File: src/rtl/vga_timing_anim_gen.sv
// 640x480@60 VGA timing generator with a frame-start strobe and a free-running
// animation frame index used by the sprite ROM muxes.
module vga_timing_anim_gen #(
    parameter int H_VISIBLE   = 640,
    parameter int H_FP        = 16,
    parameter int H_SYNC      = 96,
    parameter int H_BP        = 48,
    parameter int V_VISIBLE   = 480,
    parameter int V_FP        = 10,
    parameter int V_SYNC      = 2,
    parameter int V_BP        = 33,
    parameter int ANIM_DIV    = 8,
    parameter int ANIM_FRAMES = 4
) (
    input  logic                           vga_clk,
    input  logic                           reset_n,
    output logic                           hs,
    output logic                           vs,
    output logic                           blank,
    output logic [9:0]                     DrawX,
    output logic [9:0]                     DrawY,
    output logic                           frame_start,
    output logic [$clog2(ANIM_FRAMES)-1:0] anim_frame
);

    localparam int H_TOTAL = H_VISIBLE + H_FP + H_SYNC + H_BP;
    localparam int V_TOTAL = V_VISIBLE + V_FP + V_SYNC + V_BP;
    localparam int AW      = $clog2(ANIM_FRAMES);
    localparam int DW      = (ANIM_DIV > 1) ? $clog2(ANIM_DIV) : 1;

    localparam logic [9:0]    H_LAST    = 10'(H_TOTAL - 1);
    localparam logic [9:0]    V_LAST    = 10'(V_TOTAL - 1);
    localparam logic [9:0]    H_VIS     = 10'(H_VISIBLE);
    localparam logic [9:0]    V_VIS     = 10'(V_VISIBLE);
    localparam logic [9:0]    HS_START  = 10'(H_VISIBLE + H_FP);
    localparam logic [9:0]    HS_END    = 10'(H_VISIBLE + H_FP + H_SYNC);
    localparam logic [9:0]    VS_START  = 10'(V_VISIBLE + V_FP);
    localparam logic [9:0]    VS_END    = 10'(V_VISIBLE + V_FP + V_SYNC);
    localparam logic [DW-1:0] DIV_LAST  = DW'(ANIM_DIV - 1);
    localparam logic [AW-1:0] ANIM_LAST = AW'(ANIM_FRAMES - 1);

    logic [9:0]    r_x;
    logic [9:0]    r_y;
    logic          r_hs;
    logic          r_vs;
    logic          r_blank;
    logic          r_fs;
    logic [DW-1:0] r_div;
    logic [AW-1:0] r_anim;

    logic [9:0]    w_x_nxt;
    logic [9:0]    w_y_nxt;
    logic          w_x_last;
    logic          w_y_last;
    logic          w_wrap;
    logic          w_hs_nxt;
    logic          w_vs_nxt;
    logic          w_blank_nxt;

    // Sync/blank are decoded from the next-state counters so the registered
    // outputs line up with the DrawX/DrawY they describe.
    always_comb begin
        w_x_last    = (r_x == H_LAST);
        w_y_last    = (r_y == V_LAST);
        w_wrap      = w_x_last && w_y_last;
        w_x_nxt     = w_x_last ? 10'd0 : r_x + 10'd1;
        w_y_nxt     = r_y;
        if (w_x_last) begin
            w_y_nxt = w_y_last ? 10'd0 : r_y + 10'd1;
        end
        w_hs_nxt    = !((w_x_nxt >= HS_START) && (w_x_nxt < HS_END));
        w_vs_nxt    = !((w_y_nxt >= VS_START) && (w_y_nxt < VS_END));
        w_blank_nxt = (w_x_nxt < H_VIS) && (w_y_nxt < V_VIS);
    end

    always_ff @(posedge vga_clk or negedge reset_n) begin
        if (!reset_n) begin
            r_x     <= 10'd0;
            r_y     <= 10'd0;
            r_hs    <= 1'b1;
            r_vs    <= 1'b1;
            r_blank <= 1'b1;
            r_fs    <= 1'b0;
        end else begin
            r_x     <= w_x_nxt;
            r_y     <= w_y_nxt;
            r_hs    <= w_hs_nxt;
            r_vs    <= w_vs_nxt;
            r_blank <= w_blank_nxt;
            r_fs    <= w_wrap;
        end
    end

    // Animation advances on the same edge that raises frame_start, so the
    // sprite select never changes mid-frame.
    always_ff @(posedge vga_clk or negedge reset_n) begin
        if (!reset_n) begin
            r_div  <= '0;
            r_anim <= '0;
        end else if (w_wrap) begin
            if (r_div == DIV_LAST) begin
                r_div  <= '0;
                r_anim <= (r_anim == ANIM_LAST) ? '0 : r_anim + 1'b1;
            end else begin
                r_div  <= r_div + 1'b1;
            end
        end
    end

    assign DrawX       = r_x;
    assign DrawY       = r_y;
    assign hs          = r_hs;
    assign vs          = r_vs;
    assign blank       = r_blank;
    assign frame_start = r_fs;
    assign anim_frame  = r_anim;

endmodule

File: config.mk
export PLATFORM = sky130hd
export DESIGN_NAME = vga_timing_anim_gen
export DESIGN_NICKNAME = d
export VERILOG_FILES = /design/src/rtl/vga_timing_anim_gen.sv
export SDC_FILE = /design/constraint.sdc
export NUM_CORES = 1
export LEC_CHECK = 0
export CORE_UTILIZATION = 55
export CTS_CLUSTER_DIAMETER = 150
export CTS_CLUSTER_SIZE = 12
export DETAILED_ROUTE_END_ITERATION = 8
export PLACE_DENSITY = 0.88
export SLEW_MARGIN = 5
export SYNTH_ARGS = -nofsm -noshare
export SYNTH_HDL_FRONTEND = slang
export SYNTH_SLANG_ARGS = --single-unit
File: constraint.sdc
create_clock -name vga_clk -period 4.1 [get_ports vga_clk]
set_input_delay 0.82 -clock vga_clk [delete_from_list [all_inputs] [get_ports vga_clk]]
set_output_delay 0.82 -clock vga_clk [all_outputs]
set_load 0.01 [all_outputs]
==> qor.csv <==
metric,value,unit
outcome,completed,
cts.sinks,29,
whs_path_depth,2,
post-cts-setup-buffers,0,
cts_resized,0,
dp.cells,198,
wl_per_cell,15.8,um
slew_viol_final,0,
gr-total-overflow,0,
antenna_left,0,
crit_arrival,2.72,ns
row_count,18,
cts_htree_levels,2,
synth_area_per_cell,10.3,sq um
wirelength,3.25,mm
ctsHoldBuffers,0,
clk_pin_slew_worst_paths,0.08,ns
worst-path-buf-inv,0,
cts_buffer_depth,2,
crit_chain,ha_1 -> nand4_1 -> or3_4 -> or4_1 -> a221oi_2 -> nand4b_1,
max_cap_violations,0,
fin_setup_tns,0,ns
synth_edf_count,0,
synth-seq-cells,29,
start_util,0.587,
drive_gt1_frac,0.119,
finalCritPeriodShare,0.604,
grt_start_max_net_pins,30,
drtIter0Drc,22,
rsz0062_at_grt,false,
yosysSeqAreaShare,0.502,
async_reset_ff_frac,1.00,
cp_top_family,simple AND/OR/NAND/NOR gates,
synth_cells,141,
cts_root_buffer,clkbuf_4,
tightest_slew,0.512,ns
hp-class,reg -> reg,
drcViolationCount,0,
fin_crit,2.48,ns
dr.pass1.iters,4,
ir_drop,0.278,mV
dieArea,2850,sq um
instances_no_fill,206,
max_freq,404,MHz
slew_headroom,0.656,
ys_warn_count,0,
critical_path_class,reg -> reg,
final_nets,184,
io_buffer_count,27,
grt_usage,0.274,
fill_cells,206,
worstSkewPairLatency,0.34,ns
hpwlAfterDp,2.35,mm
fp.dieW,53.4,um
rr_worst_depth,6,
grt_pass1_vias,1186,
fp.coreArea,2480,sq um
die_height,53.4,um
syn_nets,150,
fin_worst_skew,0.00817,ns
leakagePower,0.000813,uW
start_kind,flip-flop,
grt_pass1_wl,5.24,mm
fin_total_pwr,458,uW
endpoint_kind,flip-flop,
setup_viol,0,
cp_slowest_stage_delay,0.56,ns
synth_area,1450,sq um
power_density,253,nW/um^2
vias_per_cell,5.94,
ios,28,
diodes,0,
crit_required,4.35,ns
ys_types,37,
grt_antenna_before_repair,0,
synth_ff_type,dfrtp_1,
path_depth,6,
cp_slowest_cell,or4_1,
cp_max_fo,11,
hold_viol,0,
vias,1223,
cts_buffers,5,
areaGrowthSynthToFinish,24.6,%
gp_congestion,0.890,
cts_tree,yes,
==> synthesized netlist by cell type, types with 4 or more instances <==
library cell | number | area, sq um
dfrtp_1 | 26 | 651
nand2_1 | 15 | 56.3
nor2_1 | 10 | 37.5
o21ai_0 | 10 | 50.1
inv_1 | 9 | 33.8
nand3_1 | 8 | 40.0
ha_1 | 7 | 87.6
mux2_2 | 5 | 56.3
nand4_1 | 5 | 31.3
xnor2_1 | 4 | 35.0
==> worst reg2reg max path: stages, from the launching register on <==
cell	delay [ns]
dfrtp_1	0.45
ha_1	0.24
nand4_1	0.19
or3_4	0.48
or4_1	0.56
a221oi_2	0.34
nand4b_1	0.14
==> registers in the layout, indices dropped and copies added, names as in the netlist <==
register,count
DrawX,10
r_div,3
blank,1
anim_frame,2
vs,1
frame_start,1
hs,1
DrawY,10
==> path summary, 6_finish.rpt <==
check                         start        to  slack [ns]
max in group asynchronous   reset_n     blank        2.93
min in group asynchronous   reset_n  r_div[0]        0.85
max                        DrawX[0]        vs        1.62
min reg2reg                r_div[1]  r_div[1]        0.52
min                        r_div[1]  r_div[1]        0.52
max reg2reg                DrawX[0]        vs        1.62
==> report_power, final <==
group	total [uW]	internal (uW)	leakage, uW	switching, uW
combinational	6.78	1.45	0.000401	5.32
sequential	286	286	0.000380	0
clock	166	65.1	0.0000320	101
total	458	352	0.000813	106
==> cell type report <==
class	count	area, sq um	share of cell area
multi-input cells	101	674	0.372
inverters	9	33.8	0.0186
well taps	30	37.5	0.0207
repair buffers	29	285	0.157
flip-flops and latches	29	729	0.403
clock buffers	6	41.3	0.0228
clock inverters	2	10.0	0.00552
==> through the flow <==
stage / utilization / area (sq um) / hold WS [ns] / setup slack [ns]
after global routing: 0.731 / 1810 / 0.569 / 1.51
final: 0.731 / 1810 / 0.522 / 1.62
after global placement: 0.711 / 1760 / 0.498 / 1.77
after detailed placement: 0.711 / 1760 / 0.500 / 1.63
after CTS: 0.731 / 1810 / 0.526 / 1.62
after floorplan: - / 1450 / 0.469 / 1.76
==> cell usage in the layout, fill, tap and decap left out, drive strengths merged, types with 2 or more instances in the layout <==
master / netlist / routed
clkbuf: 0 / 6
or3: 6 / 6
clkinv: 0 / 2
nand4: 5 / 5
dfstp: 3 / 3
clkdlybuf4s50: 0 / 27
nor2: 10 / 10
o21ai: 10 / 10
mux2: 5 / 5
or4: 2 / 2
a21oi: 3 / 3
xnor2: 4 / 4
nor3: 3 / 3
o31ai: 2 / 2
ha: 7 / 7
nand3: 8 / 8
and4: 2 / 2
xor2: 3 / 3
buf: 2 / 2
dfrtp: 26 / 26
inv: 9 / 9
nor2b: 2 / 2
nand2: 15 / 15
==> logic make-up (layout without fill, tap and decap cells) <==
logic type,count (synthesis),after routing,synth area share
flip-flops,29,29,0.502
multiplexers,5,5,0.0387
XOR/XNOR,7,7,0.0422
buffers and inverters,11,46,0.0344
AO/OA/AOI/OAI,22,22,0.101
adder cells (fa/ha/maj),7,7,0.0602
AND/OR/NAND/NOR,60,60,0.222
==> per-layer routing <==
layer,part of all wire,up-vias,global-route usage,wire (um)
met3,0.054,9,0.106,175
li1,-,575,-,-
met2,0.50,38,0.425,1640
met5,0,-,0,0
met4,0.021,0,0.167,69
met1,0.42,601,0.315,1370
Power figures use the tool's default switching activity.
